$ cat config.mk
export PLATFORM = sky130hd
export DESIGN_NAME = rr_hold_arbiter
export DESIGN_NICKNAME = d
export VERILOG_FILES = /design/src/rtl/rr_hold_arbiter.sv
export SDC_FILE = /design/constraint.sdc
export NUM_CORES = 1
export LEC_CHECK = 0
export BUFFER_PORTS_ARGS = -buffer_cell sky130_fd_sc_hd__buf_2
export CORE_MARGIN = 8
export CORE_UTILIZATION = 56
export CTS_CLUSTER_SIZE = 40
export DETAILED_ROUTE_END_ITERATION = 8
export GPL_ROUTABILITY_DRIVEN = 0
export PLACE_DENSITY = 0.78
export SLEW_MARGIN = 15
export SYNTH_ARGS = -nofsm -noshare
export SYNTH_HDL_FRONTEND = slang
export SYNTH_SLANG_ARGS = --single-unit
$ cat constraint.sdc
create_clock -name clk -period 3.7 [get_ports clk]
set_clock_uncertainty 0.05 [all_clocks]
set_input_delay 0.74 -clock clk [delete_from_list [all_inputs] [get_ports clk]]
set_output_delay 0.74 -clock clk [all_outputs]
set_load 0.02 [all_outputs]
$ cat src/rtl/rr_hold_arbiter.sv
// Round-robin arbiter with grant hold, direct handoff on release and optional
// hold-limit preemption. gnt, gnt_valid and gnt_idx are registered.
module rr_hold_arbiter #(
    parameter int N        = 5,
    parameter int IDX_W    = 3,
    parameter int MAX_HOLD = 0,
    parameter int HOLD_W   = 8
) (
    input  logic             clk,
    input  logic             rst,
    input  logic [N-1:0]     req,
    output logic [N-1:0]     gnt,
    output logic             gnt_valid,
    output logic [IDX_W-1:0] gnt_idx,
    output logic             state_dbg
);

    typedef enum logic {IDLE = 1'b0, GRANT = 1'b1} state_t;

    // hold_cnt stops here; with a hold limit this is also the preemption point.
    localparam logic [HOLD_W-1:0] HOLD_SAT =
        (MAX_HOLD == 0) ? {HOLD_W{1'b1}} : HOLD_W'(MAX_HOLD - 1);

    state_t            state;
    logic [IDX_W-1:0]  ptr;
    logic [HOLD_W-1:0] hold_cnt;

    logic              req_own;
    logic [N-1:0]      others;
    logic [IDX_W:0]    pick_all;
    logic [IDX_W:0]    pick_oth;
    logic              take;
    logic              go_idle;
    logic [IDX_W-1:0]  win;

    // Returns {found, index} of the first candidate scanning from start upward with wrap.
    function automatic logic [IDX_W:0] pick(input logic [N-1:0] cand,
                                            input logic [IDX_W-1:0] start);
        logic [IDX_W:0] res;
        int             idx;
        res = '0;
        for (int k = N - 1; k >= 0; k--) begin
            idx = int'(start) + k;
            if (idx >= N) idx = idx - N;
            if (cand[idx]) res = {1'b1, IDX_W'(idx)};
        end
        return res;
    endfunction

    assign req_own   = req[gnt_idx];
    assign others    = req & ~gnt;
    assign pick_all  = pick(req, ptr);
    assign pick_oth  = pick(others, ptr);
    assign state_dbg = (state == GRANT);

    always_comb begin
        take    = 1'b0;
        go_idle = 1'b0;
        win     = '0;
        case (state)
            IDLE: begin
                if (pick_all[IDX_W]) begin
                    take = 1'b1;
                    win  = pick_all[IDX_W-1:0];
                end
            end
            GRANT: begin
                if (!req_own) begin
                    if (pick_oth[IDX_W]) begin
                        take = 1'b1;
                        win  = pick_oth[IDX_W-1:0];
                    end else begin
                        go_idle = 1'b1;
                    end
                end else if (MAX_HOLD != 0 && hold_cnt == HOLD_SAT && pick_oth[IDX_W]) begin
                    take = 1'b1;
                    win  = pick_oth[IDX_W-1:0];
                end
            end
            default: begin
                go_idle = 1'b1;
            end
        endcase
    end

    always_ff @(posedge clk or posedge rst) begin
        if (rst) begin
            state     <= IDLE;
            gnt       <= '0;
            gnt_valid <= 1'b0;
            gnt_idx   <= '0;
            ptr       <= '0;
            hold_cnt  <= '0;
        end else if (take) begin
            state     <= GRANT;
            gnt       <= N'(1) << win;
            gnt_valid <= 1'b1;
            gnt_idx   <= win;
            ptr       <= (win == IDX_W'(N - 1)) ? '0 : win + IDX_W'(1);
            hold_cnt  <= '0;
        end else if (go_idle) begin
            state     <= IDLE;
            gnt       <= '0;
            gnt_valid <= 1'b0;
            gnt_idx   <= '0;
            hold_cnt  <= '0;
        end else if (state == GRANT && hold_cnt != HOLD_SAT) begin
            hold_cnt  <= hold_cnt + HOLD_W'(1);
        end
    end

endmodule

==> metrics <==
failing checks=DRC, setup timing; period utilization=113.6%; max cap viols=0; drt pass-1 iters=9; number of vias per cell=a little over 8; crit-path max cell delay=approximately 0.45 ns; ys flop type=dfrtp_1; Setup violations, final=11; number of global-route vias before repair=3173; CTS buffer count=3; layout cells sized above 1=roughly 44%; final hold vios=0; worst-margin pin slew=around 0.67 ns; Setup CP Type=reg2reg; met3 Use GR=between 5 and 6%; largest net degree at the start of global routing=26; Worst setup EP type=register; Placed Area=3098 um^2; yosys warns=0; CTS tree=done; final hold slack=0.4712 ns; initial drt markers=782; met2 usage=between 50 and 60%; Core ar.=about 4300 um^2; Longest Clk Path Bufs=2; Starting Density=a little under three fifths; Yosys reg bits=12; Final nets=between 400 and 500; clk_lat worst skew=about 0.24 ns; GR Util met1=roughly a third; CP Cell Sequence=clkinvlp_4 -> buf_12 -> ha_1 -> a211o_1 -> nor4_1 -> a31oi_1 -> a21oi_1 -> buf_4 -> nor2_1 -> o21ai_0 -> o21ai_1 -> a32oi_2 -> inv_2 -> ha_4 -> ha_4 -> a211oi_2; Avg Cell Area, Syn=around 7.5 um^2; Die Wd=between 80 and 90 um; Ports=17; post-route cell area=between 3000 and 4000 um^2; Post-Route WL=roughly 13000 um; vias=3703; H-tree depth=1; average wire per standard cell=28.21 um; Tmin final=between 4 and 5 ns; Post-DP HPWL=6724 um; Critical Path AT=4.30 ns; global-route wire length before repair=between 15000 and 20000 um; Layout area overhead=46.88%; Yosys cell types=74; Critical Path Most Common Cell=ha_4; EDFF count, synth=0; initial antenna violation count=0; slowest CP cell=nor4_1; quantity of I/O buffers inserted on ports=16; CTS Root Cell=clkbuf_8; Die Footprint=approximately 6700 um^2; unrepaired setup endpoints after global routing=true; Setup WS post-layout=-0.5017 ns; Post-CTS Hold Buffers=0; Slew Viols, Final=0; Worst Path Max Fanout=6; residual antenna-violating net count after detailed routing=0; required time of the worst setup path=approximately 3.8 ns; gr usage total=a little under a third; syn_nets=approximately 350; CTS sink cnt=12; status=finished, violations left; Cell Area, Synth=2445 um^2; ANT cells=0; die height=around 82 um; Cells after Synth=about 320; Worst setup SP type=register; Hold Crit Class=in2async; remaining routing DRC violations=34; Peak Freq=about 0.24 GHz; Overflow after GRT=0; Worst-path clk slew=around 0.050 ns; fill cell count=between 200 and 250; Core Rows=24; register area share after synthesis=~12%; Async SR Flop Fraction=100.0%; end-of-flow core utilization=a little over four fifths; Slew headroom=54.59%; grt peak-use layer=met2
timing repair:
| action | CTS | global route |
|---|---|---|
| pin swaps | 18 | 12 |
| resized for setup | 38 | 18 |
| endpoints found under the setup margin | 6 | 9 |
| setup buffers | 13 | 8 |
stage by stage:
step | cells | setup slack [ns] | TNS (ns)
CTS | 449 | -0.04919 | -0.04919
floorplan | 324 | 0.0003797 | 0
detailed placement | 432 | -0.2486 | -0.6223
global route | 455 | -0.6214 | -4.450
finish | 455 | -0.5017 | -3.181
global placement | 432 | -0.1297 | -0.3098
path summary, 6_finish.rpt:
check,from,endpoint,slack (ns),cells after the start
min reg2reg,gnt_idx[0],gnt_idx[0],0.52,2
max reg2reg,ptr[1],ptr[2],-0.50,16
min in group clk,gnt_idx[0],gnt_idx[0],0.52,2
max in group asynchronous,rst,ptr[2],2.77,2
max,ptr[1],ptr[2],-0.50,16
min,rst,gnt[1],0.47,2
worst max-delay path, delay by kind of cell, from the launching register on:
family,cells,cell delay (ns)
AOI/OAI and AO/OA,7,1.78
adders and majority gates,3,0.73
buffers and inverters,4,0.60
and+or+nand+nor,2,0.52
DFF,1,0.41
metal layers:
layer	routed length (um)	vias to the layer above
met1	4190	1633
met3	1914	203
met4	1308	0
met5	0	-
met2	5422	471
li1	-	1396
cell usage in the layout, fill, tap and decap left out, drive strengths merged, types with 9 or more instances in the layout:
master,count
nor3,19
inv,15
nor2,23
buf,95
a21oi,19
mux2i,14
dfrtp,12
a31oi,9
ha,16
nand2,23
o21ai,17
nor2b,9
cells by family (layout without fill, tap and decap cells):
family	after synthesis	in the layout	share of synthesized area (%)
xor+xnor	5	5	1.791
compound gates	107	107	32.29
simple gates	130	130	29.48
flops	12	12	12.28
fa+ha+maj	16	16	8.188
mux	18	18	8.495
buf+inv	36	115	7.472
cell type report:
type	count	area, um^2	area share, %
Tap cell	52	65.06	1.812
Sequential cell	12	302.8	8.432
Timing Repair Buffer	95	733.2	20.42
Inverter	16	68.82	1.916
Clock buffer	4	55.05	1.533
Multi-Input combinational cell	276	2366	65.89
flip-flops by register name, summed over array words and instances (netlist names):
signal,count
gnt,5
ptr,3
gnt_idx,3
state_dbg,1
Yosys cell counts, drive strengths merged (2+ instances only):
| cell type | count | area share, % |
|---|---|---|
| a2111oi | 4 | 1.4 |
| a211o | 4 | 1.5 |
| a211oi | 8 | 2.9 |
| a21boi | 2 | 0.61 |
| a21o | 5 | 1.5 |
| a21oi | 19 | 4.2 |
| a22o | 3 | 1.1 |
| a31oi | 9 | 2.6 |
| a32o | 3 | 1.2 |
| a41oi | 2 | 0.72 |
| and2 | 4 | 1.1 |
| and3 | 4 | 1.2 |
| buf | 16 | 4.4 |
| clkbuf | 4 | 0.61 |
| dfrtp | 12 | 12 |
| ha | 16 | 8.2 |
| inv | 16 | 2.5 |
| mux2 | 2 | 0.92 |
| mux2i | 14 | 5.7 |
| mux4 | 2 | 1.8 |
| nand2 | 23 | 3.6 |
| nand2b | 7 | 1.8 |
| nand3 | 8 | 1.6 |
| nand3b | 3 | 0.92 |
| nor2 | 23 | 3.6 |
| nor2b | 9 | 2.3 |
| nor3 | 19 | 3.9 |
| nor3b | 6 | 2.3 |
| nor4 | 7 | 1.8 |
| nor4b | 3 | 1.1 |
| o211ai | 4 | 1.2 |
| o21a | 4 | 1.3 |
| o21ai | 17 | 3.5 |
| o22ai | 4 | 1.3 |
| o2bb2ai | 2 | 0.72 |
| o31a | 2 | 0.72 |
| o31ai | 3 | 0.92 |
| or2 | 4 | 1.0 |
| or3 | 3 | 0.77 |
| or3b | 3 | 1.1 |
| xnor2 | 4 | 1.4 |
Power is not shown: default switching activity piles up to over one toggle a cycle in this logic, so the estimate is an artifact.
